File: config.mk
export PLATFORM = sky130hd
export DESIGN_NAME = cc_miss_request_unit
export DESIGN_NICKNAME = d
export VERILOG_FILES = /design/src/rtl/cc_miss_request_unit_pkg.sv /design/src/rtl/cc_outstanding_cnt.sv /design/src/rtl/cc_miss_request_unit.sv
export SDC_FILE = /design/constraint.sdc
export NUM_CORES = 1
export LEC_CHECK = 0
export ABC_AREA = 0
export CAP_MARGIN = 15
export CORE_MARGIN = 2
export CORE_UTILIZATION = 40
export DETAILED_ROUTE_END_ITERATION = 10
export PLACE_DENSITY = 0.87
export SYNTH_ARGS = -nofsm -noshare
export SYNTH_HDL_FRONTEND = slang
export SYNTH_SLANG_ARGS = --single-unit
File: constraint.sdc
create_clock -name clk -period 2.7 [get_ports clk]
set_input_delay 0.81 -clock clk [delete_from_list [all_inputs] [get_ports clk]]
set_output_delay 0.81 -clock clk [all_outputs]
set_load 0.02 [all_outputs]
File: src/rtl/cc_miss_request_unit_pkg.sv
// Package cc_pkg: shared constants and types for the cache-miss request path.
//   - AXI burst-type encodings
//   - Cache-line burst shape: 8 beats x 8 B, WRAP, critical word first
//   - Miss-request FSM state type
package cc_pkg;

    localparam logic [1:0] BURST_FIXED = 2'b00;
    localparam logic [1:0] BURST_INCR  = 2'b01;
    localparam logic [1:0] BURST_WRAP  = 2'b10;

    localparam int         LINE_BEATS    = 8;
    localparam logic [3:0] ARLEN_LINE    = 4'd7;   // LINE_BEATS - 1
    localparam logic [2:0] ARSIZE_8B     = 3'd3;   // 2^3 = 8 bytes per beat
    localparam int         BEAT_OFFSET_W = 3;      // byte offset within one beat

    typedef enum logic {
        IDLE,
        REQ
    } state_e;

endpackage

File: src/rtl/cc_outstanding_cnt.sv
// cc_outstanding_cnt: saturating up/down counter of AXI read bursts in flight.
// Ports:
//   clk, rst_n : clock, asynchronous active-low reset
//   inc        : one burst issued (AR handshake)
//   dec        : one burst completed (rlast handshake)
//   count      : bursts currently in flight
//   at_max     : count has reached MAX_OUTSTANDING
// inc and dec together leave the count unchanged. A dec at zero saturates
// at zero and trips a simulation assertion, since it means an rlast arrived
// for a burst that was never issued.
module cc_outstanding_cnt #(
    parameter int  MAX_OUTSTANDING = 4,
    localparam int CNT_W           = $clog2(MAX_OUTSTANDING + 1)
) (
    input  logic             clk,
    input  logic             rst_n,
    input  logic             inc,
    input  logic             dec,
    output logic [CNT_W-1:0] count,
    output logic             at_max
);

    assign at_max = (count >= CNT_W'(MAX_OUTSTANDING));

    always_ff @(posedge clk or negedge rst_n) begin
        if (!rst_n) begin
            count <= '0;
        end else begin
            case ({inc, dec})
                2'b10:   if (!at_max)       count <= count + 1'b1;
                2'b01:   if (count != '0)   count <= count - 1'b1;
                default: ;
            endcase
        end
    end

    always @(posedge clk) begin
        if (rst_n && dec && !inc) begin
            assert (count != '0)
                else $error("cc_outstanding_cnt: completion with no burst outstanding");
        end
    end

endmodule

File: src/rtl/cc_miss_request_unit.sv
// cc_miss_request_unit: turns cache-miss requests into AXI read bursts.
// Each accepted miss is pushed (full byte address) into the miss-address FIFO
// in the accept cycle, and one 8-beat x 8 B WRAP burst is requested on AR the
// cycle after, starting at the 8-byte-aligned critical word. Bursts in flight
// are counted by rlast handshakes and capped at MAX_OUTSTANDING.
// Ports:
//   clk, rst_n                  : clock, asynchronous active-low reset
//   miss_req_valid_i/_addr_i    : miss request from tag compare
//   miss_req_ready_o            : request accepted when valid & ready
//   miss_addr_fifo_full_i       : FIFO back-pressure
//   miss_addr_fifo_wren_o/wdata : FIFO push
//   mem_ar*                     : AXI AR channel (arlen/arsize/arburst constant)
//   mem_rvalid_i/rready_i/rlast_i : R channel, observed for burst completion
//   miss_cnt_o, ar_stall_cnt_o  : perf counters, only with CC_MISS_PERF_CNT_EN
// Build option: define CC_MISS_PERF_CNT_EN to add the two perf counters.
module cc_miss_request_unit
    import cc_pkg::*;
#(
    parameter int MAX_OUTSTANDING = 4,
    parameter int ADDR_W          = 32
) (
    input  logic              clk,
    input  logic              rst_n,
    input  logic              miss_req_valid_i,
    input  logic [ADDR_W-1:0] miss_req_addr_i,
    output logic              miss_req_ready_o,
    input  logic              miss_addr_fifo_full_i,
    output logic              miss_addr_fifo_wren_o,
    output logic [ADDR_W-1:0] miss_addr_fifo_wdata_o,
    output logic              mem_arvalid_o,
    input  logic              mem_arready_i,
    output logic [ADDR_W-1:0] mem_araddr_o,
    output logic [3:0]        mem_arlen_o,
    output logic [2:0]        mem_arsize_o,
    output logic [1:0]        mem_arburst_o,
    input  logic              mem_rvalid_i,
    input  logic              mem_rready_i,
    input  logic              mem_rlast_i
`ifdef CC_MISS_PERF_CNT_EN
    ,
    output logic [31:0]       miss_cnt_o,
    output logic [31:0]       ar_stall_cnt_o
`endif
);

    localparam int CNT_W = $clog2(MAX_OUTSTANDING + 1);

    state_e            state;
    logic [ADDR_W-1:0] req_addr;
    logic [CNT_W-1:0]  outstanding;
    logic              at_max;
    logic              accept;
    logic              ar_hs;
    logic              r_done;

    // rst_n gates ready so nothing is accepted while the block is held in reset.
    assign miss_req_ready_o = rst_n && (state == IDLE) && !miss_addr_fifo_full_i && !at_max;
    assign accept           = miss_req_valid_i && miss_req_ready_o;
    assign ar_hs            = (state == REQ) && mem_arready_i;
    assign r_done           = mem_rvalid_i && mem_rready_i && mem_rlast_i;

    assign miss_addr_fifo_wren_o  = accept;
    assign miss_addr_fifo_wdata_o = miss_req_addr_i;

    assign mem_arvalid_o = (state == REQ);
    assign mem_araddr_o  = req_addr;
    assign mem_arlen_o   = ARLEN_LINE;
    assign mem_arsize_o  = ARSIZE_8B;
    assign mem_arburst_o = BURST_WRAP;

    always_ff @(posedge clk or negedge rst_n) begin
        if (!rst_n) begin
            state    <= IDLE;
            req_addr <= '0;
        end else begin
            case (state)
                IDLE: begin
                    if (accept) begin
                        // Critical word first: start the wrap at the requested beat.
                        req_addr <= {miss_req_addr_i[ADDR_W-1:BEAT_OFFSET_W],
                                     {BEAT_OFFSET_W{1'b0}}};
                        state    <= REQ;
                    end
                end
                REQ: begin
                    if (mem_arready_i) state <= IDLE;
                end
                default: state <= IDLE;
            endcase
        end
    end

    cc_outstanding_cnt #(
        .MAX_OUTSTANDING(MAX_OUTSTANDING)
    ) u_outstanding_cnt (
        .clk   (clk),
        .rst_n (rst_n),
        .inc   (ar_hs),
        .dec   (r_done),
        .count (outstanding),
        .at_max(at_max)
    );

`ifdef CC_MISS_PERF_CNT_EN
    always_ff @(posedge clk or negedge rst_n) begin
        if (!rst_n) begin
            miss_cnt_o     <= '0;
            ar_stall_cnt_o <= '0;
        end else begin
            if (accept)                          miss_cnt_o     <= miss_cnt_o + 32'd1;
            if (mem_arvalid_o && !mem_arready_i) ar_stall_cnt_o <= ar_stall_cnt_o + 32'd1;
        end
    end
`endif

endmodule

## Word level (Yosys, flattened, before mapping)

Index checks and enable logic that the tools add are counted.

| storage, ports and cells | value |
|---|---|
| bits in registers | 33 |
| bits of input ports | 40 |
| logic and storage cells | 30 |

| cells by class | value |
|---|---|
| $add $sub $neg | 2 |
| magnitude comparators | 1 |
| equality and inequality tests | 4 |
| mux-type cells | 6 |
| bitwise gates (word level) | 1 |
| reduce and logical (&&, ||, !) cells | 13 |

Operators by type and width:

| kind | number |
|---|---|
| $logic_and A1 B1 Y1 | 7 |
| $mux W3 | 2 |
| $pmux W3 S2 | 1 |
| $add A3 B1 Y3 const B | 1 |
| $ge A3 B3 Y1 const B | 1 |
| $reduce_and A3 Y1 | 1 |
| $reduce_bool A3 Y1 | 1 |
| $sub A3 B1 Y3 const B | 1 |
| $eq A2 B1 Y1 const B | 1 |
| $eq A2 B2 Y1 const B | 1 |
| $logic_not A1 Y1 | 2 |
| $mux W1 | 2 |
| $ne A2 B1 Y1 const B | 1 |
| $ne A2 B2 Y1 const B | 1 |
| $pmux W1 S2 | 1 |
| $reduce_and A2 Y1 | 1 |
| $reduce_bool A2 Y1 | 1 |
| $not A1 Y1 | 1 |

## Logic depth before layout (Yosys ltp)

Gate-level depths: netlist (run 1).

| logic depth | value |
|---|---|
| word-level depth | 7 |
| gate-level depth with buffers | 7 |
| depth with buffers taken out | 7 |

## Cells and area by module

From an unflattened synthesis (run 1), not the netlist that was laid out.

| second synthesis, totals | value |
|---|---|
| cell total of the unflattened synthesis | 143 |
| area, all modules | 1,869.3 um^2 |

By module, submodules not included:

| module | instances | cells an instance | area an instance (um^2) |
|---|---|---|---|
| cc_miss_request_unit | 1 | 115 | 1,609.0 |
| cc_outstanding_cnt | 1 | 28 | 260.2 |

## Least setup slack after synthesis (run 1)

Ideal clock, no wire load.

| path | value |
|---|---|
| path kind | input -> output |
| start point | in miss_addr_fifo_full_i |
| end point | out miss_addr_fifo_wren_o |
| data arrival time | 1.712 ns |
| setup slack | 0.178 ns |
| cell stages on the path | 4 |
| buffers on the path | 1 |
| cell sequence | nor4b_4 nand2_2 buf_6 inv_1 |

| between the ends | value |
|---|---|
| cells in the longest elaborated chain, start to end | 4 |

RTL lines:

| what | RTL line | source |
|---|---|---|
| start, declared | cc_miss_request_unit.sv:27 | `input logic miss_addr_fifo_full_i,` |
| $logic_not A1 Y1 | cc_miss_request_unit.sv:57 | `assign miss_req_ready_o = rst_n && (state == IDLE) && !miss_addr_fifo_full_i && !at_max;` |
| $logic_and A1 B1 Y1 (2 in a row) | cc_miss_request_unit.sv:57 |  |
| $logic_and A1 B1 Y1 | cc_miss_request_unit.sv:58 | `assign accept = miss_req_valid_i && miss_req_ready_o;` |
| end, declared | cc_miss_request_unit.sv:28 | `output logic miss_addr_fifo_wren_o,` |

No other way between the ends.

## Worst setup path in the final report (run 1)

Same ends and word-level chain as after synthesis.

==> out/qor.csv, run 1 <==
metric,value,unit
status,"complete, no violations",
cts_tree,done,
wl_per_cell,13.6,um
synth_edf_count,0,
fin_crit_sh,92.8,%
power.leakage,1.41,nW
powerDensity,970,nW/um2
dp.cells,271,
start_kind,primary input,
yosysMostFrequentCell,buf_4,
route.met3.wl,365,um
max-slew-margin-rel,64.1,%
synth_area,1830,um2
nets,267,
dr_wl_met2,1920,um
diodes,0,
hp-class,flip-flop to flip-flop,
core-area,4380,um2
first_global_vias,1305,
setup_violations,0,
syn_area_per_cell,13.4,um2
dr.first_iter.drc_count,55,
cts_hold_buf,0,
yosysTopAreaCellShare,45.0,%
port_buffers,97,
finalHoldViolations,0,
post-route-drc-count,0,
die_w,71.7,um
die_h,71.7,um
grt_usage,15.2,%
ant_nets,0,
tightest_slew,0.539,ns
r2r_end,u_outstanding_cnt.count[1],
clock-sinks,33,
crit_path_max_fanout,2,
rsz0062_at_grt,false,
rows,24,
clock_latency,0.28,ns
design_area,2770,um2
globalplace.congestion,0.860,
crit_start,miss_addr_fifo_full_i,
max_freq,399,MHz
maxCapViolations,0,
end_kind,output port,
wl,3800,um
setup_total_negative_slack,0,ns
ir_worst_vdd,0.364,mV
worst_ep_required_time,1.89,ns
synth_common_cells,"buf_4, dfrtp_1, mux2_4, inv_1",
synth_flop_cell,dfrtp_1,
die-area,5140,um2
crit_arrival,1.70,ns
endpoint,miss_addr_fifo_wren_o,
grt_overflow,0,
dpl_cell_area,2710,um2
synth_top_area_cell,dfrtp_1,
ff2ff_setup_slack,0.70,ns
drt_first_pass_iters,4,
drv_slew,0,
vias,1257,
grt_pass1_wl,6130,um
layout-drive-gt1-share,29.1,%
seq_area_frac_synth,45.0,%
finalClockSkew,0.00574,ns
top_layer_used,met4,
synthArstFlopShare,100,%
ys_ff_latch,33,
synth_area_leaders,"dfrtp_1, mux2_4, buf_4",
start_util,41.8,%
ys_warn_count,0,
cts_max_level,2,
reg2reg_depth,7,
ctsRootBufferMaster,clkbuf_8,
cts_buffers,5,
reg2reg_from,mem_arvalid_o,
antenna_found_initial,0,
clk_pin_slew,0.06,ns
post-place-ws,-0.495,ns
grt_max_degree,34,
postLayoutCoreUtil,63.2,%
fin_ws,0.194,ns
io_pins,116,
ys_types,24,
nFillCells,371,
fin_cells,279,
critPathKind,primary input to output port,
area_growth,51.1,%
post-route-min-period,2.51,ns
clock_path_buffers,2,
wl_met1,1500,um
syn_inst,137,
vias_per_cell,4.51,
dp_hpwl,2850,um
[repair_timing]
action | 4_1_cts | 5_1_grt
setup buffers | 0 | 0
resized for setup | 38 | 2
endpoints found under the hold margin | 0 | 0
pin swaps | 2 | 0
setup endpoints to repair | 29 | 2
cloned | 0 | 0
[report_power, final]
part           internal [W]  total (W)  switching, W  leakage (nW)
clock              0.000230   0.000396      0.000166        0.0542
combinational      0.000812    0.00140      0.000583         0.954
sequential         0.000739   0.000898      0.000159         0.401
total               0.00178    0.00269      0.000908          1.41
[metal layers]
layer	track usage, %	up-vias
met5	0	-
met4	5.24	0
met3	4.50	3
met2	27.3	68
met1	17.1	603
li1	-	583
[logic make-up after synthesis]
kind of cell / share of synthesized area [%]
AOI/OAI and AO/OA: 3.41
and+or+nand+nor: 3.68
muxes: 25.3
buffers and inverters: 21.1
DFF: 45.0
other: 0.409
adders and majority gates: 1.09
[cell type report]
cell class,count,area [um2],share of cell area (%)
timing repair buffer,119,1100,39.6
tap,52,65.1,2.35
clock inverter,1,5.00,0.181
sequential,33,826,29.8
multi-input combinational,61,659,23.8
inverter,6,22.5,0.813
clock buffer,7,96.3,3.48
[layout by cell type, fill, tap and decap left out, drive strengths merged, types with 2 or more instances in the layout]
cell type / Yosys / final
dfrtp: 33 / 33
buf: 47 / 24
clkdlybuf4s50: 0 / 64
dlygate4sd2: 0 / 29
clkbuf: 0 / 7
nand2: 2 / 2
mux2: 31 / 31
o21ai: 2 / 2
inv: 6 / 6
dlymetal6s2s: 0 / 2
conb: 2 / 12
[worst max-delay path, stage by stage]
cell           delay [ns]
dlygate4sd2_1        0.27
nor4b_4              0.31
nand2_2              0.11
inv_1                0.06
buf_4                0.13
[flip-flops by register name, indices dropped and copies added (netlist names)]
name / flops
mem_araddr_o: 29
u_outstanding_cnt.count: 3
mem_arvalid_o: 1
[worst min path at each step]
stage,slack [ns],end,from,cells after the start
after floorplan,0.51,mem_araddr_o[10],rst_n,0
after global placement,0.49,mem_araddr_o[19],mem_araddr_o[19],1
after detailed placement,0.50,mem_araddr_o[30],mem_araddr_o[30],1
after CTS,0.51,mem_araddr_o[18],mem_araddr_o[18],1
after global routing,0.53,mem_araddr_o[8],mem_araddr_o[8],1
final,0.51,mem_araddr_o[9],mem_araddr_o[9],1
[per-stage QoR]
step | hold WS (ns) | total power (W)
after detailed placement | 0.495 | 0.00232
after global routing | 0.530 | 0.00284
after global placement | 0.487 | 0.00229
final | 0.512 | 0.00269
after CTS | 0.513 | 0.00272
after floorplan | 0.514 | 0.00171
(Power assumes the default switching activity.)
==> run 2, diff against run 1 <==
--- a/config.mk
+++ b/config.mk
@@ -10,7 +10,9 @@
 export CORE_MARGIN = 2
 export CORE_UTILIZATION = 40
 export DETAILED_ROUTE_END_ITERATION = 10
+export GPL_TIMING_DRIVEN = 0
 export PLACE_DENSITY = 0.87
 export SYNTH_ARGS = -nofsm -noshare
 export SYNTH_HDL_FRONTEND = slang
 export SYNTH_SLANG_ARGS = --single-unit
+export TNS_END_PERCENT = 10
==> run 2 against run 1 <==
Routed wire length up 3.7%. Combinational power up 4%. First-iteration DRC count is 20% higher. Worst hold slack worse by 0.16 ns. Sequential cell count stayed put. Clock skew shrank 0.0026 ns. Sequential share of layout area decreased by 2.3 points.
==> out/qor.csv, run 2 (synthesis gave the netlist of run 1 again) <==
metric,value,unit,change
status,"complete, no violations",,unchanged
critPathKind,primary input to flip-flop,,was primary input to output port
cpPeakStageDelay,0.48,ns,was 0.31 ns
rows,24,,unchanged
ant_nets,0,,unchanged
antenna_found_initial,0,,unchanged
io_pins,116,,unchanged
start_util,41.8,%,unchanged
setup_total_negative_slack,0,ns,unchanged
area_growth,63.6,%,was 51.1%
die_w,71.7,um,unchanged
grt_overflow,0,,unchanged
finalClockSkew,0.00313,ns,was 0.00574 ns
clock-sinks,33,,unchanged
wl_per_cell,12.8,um,was 13.6 um
vias,1335,,"was 1,257"
ctsRootBufferMaster,clkbuf_8,,unchanged
dp.cells,299,,was 271
start_kind,primary input,,unchanged
powerDensity,914,nW/um2,was 970 nW/um2
cts_hold_buf,0,,unchanged
clock_path_buffers,2,,unchanged
reg2reg_from,mem_arvalid_o,,unchanged
end_kind,flip-flop,,was output port
largest_reg_flops,29,,unchanged
fin_crit_sh,95.4,%,was 92.8%
dp_hpwl,3040,um,was 2850 um
vias_per_cell,4.32,,was 4.51
post-route-drc-count,0,,unchanged
ir_worst_vdd,0.523,mV,was 0.364 mV
worst_ep_required_time,2.87,ns,was 1.89 ns
crit_start,mem_rvalid_i,,was miss_addr_fifo_full_i
wl,3940,um,was 3800 um
clock_latency,0.28,ns,about the same
dr.first_iter.drc_count,66,,was 55
grt_usage,16.0,%,was 15.2%
rsz0062_at_grt,false,,unchanged
slowest_stage,clkdlybuf4s50_1,,was nor4b_4
fin_cells,309,,was 279
die_h,71.7,um,unchanged
max_freq,388,MHz,was 399 MHz
setup_violations,0,,unchanged
core-area,4380,um2,unchanged
drv_slew,0,,unchanged
cts_max_level,2,,unchanged
endpoint,u_outstanding_cnt.count[1],,was miss_addr_fifo_wren_o
reg2reg_depth,6,,was 7
port_buffers,100,,was 97
layout_common_cells,"buf_4, clkdlybuf4s50_1, dfrtp_1",,"was clkdlybuf4s50_1, dfrtp_1, dlygate4sd2_1"
total_power,0.00274,W,was 0.00269 W
power.leakage,1.54,nW,was 1.41 nW
layout-drive-gt1-share,48.2,%,was 29.1%
cts_tree,done,,unchanged
diodes,0,,unchanged
r2r_end,u_outstanding_cnt.count[1],,unchanged
grt_pass1_wl,6500,um,was 6130 um
crit_arrival,2.74,ns,was 1.70 ns
globalplace.congestion,0.823,,was 0.860
finalHoldViolations,0,,unchanged
die-area,5140,um2,unchanged
drt_first_pass_iters,2,,was 4
maxCapViolations,0,,unchanged
crit_chain,clkdlybuf4s50_1 > nand3_2 > a21oi_2 > inv_1 > fa_1 > and4b_1 > a32o_1 > a221oi_1,,was dlygate4sd2_1 > nor4b_4 > nand2_2 > inv_1 > buf_4
ff2ff_setup_slack,0.76,ns,was 0.70 ns
grt_max_degree,35,,was 34
nets,297,,was 267
hp-class,primary input to asynchronous set/reset pin,,was flip-flop to flip-flop
crit_path_max_fanout,6,,was 2
clk_pin_slew,0.07,ns,was 0.06 ns
post-route-min-period,2.58,ns,was 2.51 ns
final_common_cell,buf_4,,was clkdlybuf4s50_1
first_global_vias,1373,,"was 1,305"
cts_buffers,5,,unchanged
run 2: cell count changes in the layout (fill, tap and decap cells not counted):
cell	delta
buf_4	+52
dlygate4sd2_1	-28
clkdlybuf4s50_1	+3
buf_6	+2
a21oi_1	-1
a21oi_2	+1
buf_12	+1
buf_8	+1
dlymetal6s2s_1	-1
nand3_1	-1
nand3_2	+1
run 2: worst min-delay path by stage:
stage	from	to	slack (ns)
6_report	rst_n	mem_araddr_o[3]	0.35
4_1_cts	rst_n	mem_araddr_o[3]	0.47
3_3_place_gp	mem_araddr_o[19]	mem_araddr_o[19]	0.49
2_1_floorplan	rst_n	mem_araddr_o[10]	0.51
5_1_grt	rst_n	mem_araddr_o[3]	0.36
3_5_place_dp	mem_araddr_o[8]	mem_araddr_o[8]	0.49
run 2: report_power, final:
group | switching, W | internal, W | total (W)
sequential | 0.000151 | 0.000739 | 0.000890
combinational | 0.000600 | 0.000854 | 0.00145
clock | 0.000167 | 0.000230 | 0.000397
total | 0.000918 | 0.00182 | 0.00274
run 2: through the flow:
stage	setup WS [ns]	cell area (um2)	util, %	hold WS (ns)
finish	0.125	3000	68.4	0.350
global route	0.0265	3000	68.4	0.356
global placement	-1.88	2940	67.0	0.487
floorplan	0.178	1870	-	0.514
detailed placement	-0.915	2930	66.9	0.494
CTS	-0.124	2970	67.8	0.472
run 2: critical path, delay by kind of cell:
kind                       cells  cell delay, ns
adders and majority gates      1            0.44
and+or+nand+nor                2            0.35
AOI/OAI and AO/OA              3            0.59
buffers and inverters          2            0.55
run 2: per-layer routing:
metal	track usage (%)	up-vias	part of all wire, %
li1	-	643	-
met1	19.4	614	38
met2	26.9	71	50
met3	5.49	7	11
met4	5.03	0	1.1
met5	0	-	0
run 2: area by class of cell:
type	count	area (um2)
inverters	6	22.5
multi-input cells	61	668
well taps	52	65.1
plain buffers	47	368
clock buffers	7	96.3
repair buffers	102	950
flip-flops and latches	33	826
fillers	320	1380
clock inverters	1	5.00
run 2: timing repair:
action | CTS | global route
gates cloned | 0 | 0
pin swaps | 2 | 2
buffers inserted | 2 | 0
setup endpoints to repair | 31 | 3
resized for setup | 38 | 8
==> run 3, diff against run 2 <==
--- a/config.mk
+++ b/config.mk
@@ -11,8 +11,9 @@
 export CORE_UTILIZATION = 40
 export DETAILED_ROUTE_END_ITERATION = 10
 export GPL_TIMING_DRIVEN = 0
-export PLACE_DENSITY = 0.87
+export PLACE_DENSITY_LB_ADDON = 0.05
 export SYNTH_ARGS = -nofsm -noshare
 export SYNTH_HDL_FRONTEND = slang
+export SYNTH_HIERARCHICAL = 1
 export SYNTH_SLANG_ARGS = --single-unit
-export TNS_END_PERCENT = 10
+export TNS_END_PERCENT = 30
==> run 3 against run 2 <==
Worst hold slack improved by 0.036 ns. Synthesized area grew 1.9%. Die area increased by 1.8%. Power increased by 0.36%. Clock-buffer cell count is 1 higher. First-iteration DRC count shrank 53%. Sequential power decreased by 0.6%. Critical path depth fell by 2. Final cell count up 2.6%. Sequential cell count stayed put. Critical endpoint is now miss_addr_fifo_wren_o.
==> out/qor.csv, run 3 <==
metric,value,unit,change
start_kind,primary input,,unchanged
drv_slew,0,,unchanged
grt_overflow,0,,unchanged
area_growth,61.7,%,was 63.6%
crit_arrival,1.80,ns,was 2.74 ns
cts_hold_buf,0,,unchanged
power.leakage,1.52,nW,was 1.54 nW
powerDensity,910,nW/um2,was 914 nW/um2
max_freq,383,MHz,was 388 MHz
wl_per_cell,12.3,um,was 12.8 um
start_util,42.3,%,was 41.8%
pwr-share-comb,55.3,%,was 53.0%
synth_flop_cell,dfrtp_1,,unchanged
crit_top_cell,buf_8,,
ant_nets,0,,unchanged
wl,3880,um,was 3940 um
cts_buffers,5,,unchanged
syn_inst,143,,was 137
grt_max_degree,35,,unchanged
die_h,72.4,um,was 71.7 um
yosysMostFrequentCell,buf_4,,unchanged
sw_frac_of_total,34.3,%,was 33.5%
crit_chain,buf_8 > nor4b_4 > nand2_2 > buf_8 > inv_1 > buf_4,,was clkdlybuf4s50_1 > nand3_2 > a21oi_2 > inv_1 > fa_1 > and4b_1 > a32o_1 > a221oi_1
slowest_stage,nor4b_4,,was clkdlybuf4s50_1
io_pins,116,,unchanged
hp-class,primary input to asynchronous set/reset pin,,unchanged
crit_path_max_fanout,34,,was 6
synthArstFlopShare,100,%,unchanged
internal-power,0.00181,W,was 0.00182 W
largest_reg_flops,29,,unchanged
yosysTopAreaCellShare,44.2,%,was 45.0%
clk_pin_slew,0.06,ns,was 0.07 ns
p_sw,0.000944,W,was 0.000918 W
maxCapViolations,0,,unchanged
setup_total_negative_slack,0,ns,unchanged
final-seq-area,826,um2,unchanged
dpl_cell_area,2970,um2,was 2930 um2
synth_area,1870,um2,was 1830 um2
nFillCells,362,,was 320
drt_first_pass_iters,2,,unchanged
end_kind,output port,,was flip-flop
cts_max_level,2,,unchanged
rows,24,,unchanged
layout_common_cells,"buf_4, clkdlybuf4s50_1, dfrtp_1",,unchanged
layout-drive-gt1-share,43.8,%,was 48.2%
seq_area_frac_synth,44.2,%,was 45.0%
die_w,72.4,um,was 71.7 um
critPathKind,primary input to output port,,was primary input to flip-flop
vias_per_cell,4.29,,was 4.32
first_global_vias,1260,,"was 1,373"
p_seq_share,32.2,%,was 32.5%
finalHoldViolations,0,,unchanged
synth_common_cells,"buf_4, dfrtp_1, mux2_4",,"was buf_4, dfrtp_1, mux2_4, inv_1"
nets,305,,was 297
postLayoutCoreUtil,68.5,%,was 68.4%
ir_worst_vdd,0.434,mV,was 0.523 mV
clock_path_buffers,2,,unchanged
diodes,0,,unchanged
ys_ff_latch,33,,unchanged
vias,1361,,"was 1,335"
fin_crit_sh,96.8,%,was 95.4%
synth_top_area_cell,dfrtp_1,,unchanged
ys_types,30,,was 24
cpPeakStageDelay,0.29,ns,was 0.48 ns
design_area,3020,um2,was 3000 um2
cts_tree,done,,unchanged
dp_hpwl,2990,um,was 3040 um
multi_input_area,689,um2,was 668 um2
grt_usage,14.8,%,was 16.0%
globalplace.congestion,0.776,,was 0.823
post-route-drc-count,0,,unchanged
clock_latency,0.28,ns,about the same
final_common_cell,buf_4,,unchanged
clkPwrFrac,12.5,%,was 14.5%
port_buffers,100,,unchanged
die-area,5240,um2,was 5140 um2
grt_pass1_wl,5910,um,was 6500 um
antenna_found_initial,0,,unchanged
synth_edf_count,0,,unchanged
synth_area_leaders,"dfrtp_1, mux2_4, buf_4",,unchanged
clock-sinks,33,,unchanged
worst_ep_required_time,1.89,ns,was 2.87 ns
setup_violations,0,,unchanged
post-route-min-period,2.61,ns,was 2.58 ns
syn_area_per_cell,13.1,um2,was 13.4 um2
finalClockSkew,0.00479,ns,was 0.00313 ns
dr.first_iter.drc_count,31,,was 66
core-area,4410,um2,was 4380 um2
ys_warn_count,6,,was 0
ctsRootBufferMaster,clkbuf_8,,unchanged
status,"complete, no violations",,unchanged
[run 3: changes by cell type after synthesis, moves of 2 or more]
cell | before | now
o21ai_1 | 0 | 2
inv_1 | 6 | 3
nand2b_1 | 0 | 2
mux2_2 | 3 | 1
nor2_1 | 1 | 3
[run 3: through the flow]
stage	setup slack, ns	cells	hold slack (ns)	total power [W]
floorplan	0.178	153	0.514	0.00177
global placement	-1.93	305	0.490	0.00240
detailed placement	-0.921	305	0.492	0.00243
CTS	-0.0821	315	0.413	0.00278
global route	-0.00826	317	0.396	0.00291
finish	0.0856	317	0.386	0.00275
[run 3: worst paths after layout]
| check | start | endpoint | slack (ns) | depth (start not counted) |
|---|---|---|---|---|
| setup / recovery | rst_n | miss_addr_fifo_wren_o | 0.09 | 6 |
| hold / removal | rst_n | mem_araddr_o[28] | 0.39 | 1 |
| setup reg to reg | u_outstanding_cnt/count[2] | mem_araddr_o[20] | 0.83 | 8 |
| hold reg to reg | mem_araddr_o[18] | mem_araddr_o[18] | 0.50 | 1 |
| max in group asynchronous | rst_n | u_outstanding_cnt/count[0] | 2.10 | 1 |
| min in group clk | mem_araddr_o[18] | mem_araddr_o[18] | 0.50 | 1 |
[run 3: metal layers]
metal	global-route usage (%)	up-vias	routed length, um
met5	0	-	0
met4	6.92	0	57
met3	4.44	4	378
met2	22.4	67	1780
met1	19.3	630	1670
li1	-	660	-
[run 3: area by class of cell]
cell class	count	area share, %
Tap cell	52	2.15
Multi-Input combinational cell	67	22.8
Inverter	3	0.373
Timing Repair Buffer	104	32.0
Clock buffer	8	2.65
Buffer	50	12.7
Sequential cell	33	27.3
[run 3: worst max-delay path: cells and delay by family]
kind | cells | cell delay, ns
buffers and inverters | 4 | 0.58
and+or+nand+nor | 2 | 0.41
[run 3: what timing repair did]
action	in CTS	in global routing
endpoints found under the setup margin	31	1
pin swaps	2	2
resized for setup	40	3
setup buffers	2	2
[run 3: power groups by stage]
stage          Sequential (W)  Clock [W]  Combinational [W]
5_1_grt              0.000918   0.000376            0.00161
3_5_place_dp         0.000894          0            0.00154
3_3_place_gp         0.000880          0            0.00153
4_1_cts              0.000886   0.000358            0.00154
6_report             0.000885   0.000344            0.00152
2_1_floorplan         0.00116          0           0.000609
[run 3: cells by family (layout without fill, tap and decap cells)]
group,after synthesis,count (layout),share of synthesized area [%]
AOI/OAI and AO/OA,9,9,3.88
xor gates and xnor gates,1,1,0.469
adders and majority gates,1,1,0.669
buffers and inverters,53,165,20.9
DFF,33,33,44.2
muxes,31,31,24.2
other,2,12,0.402
and+or+nand+nor,13,13,5.29
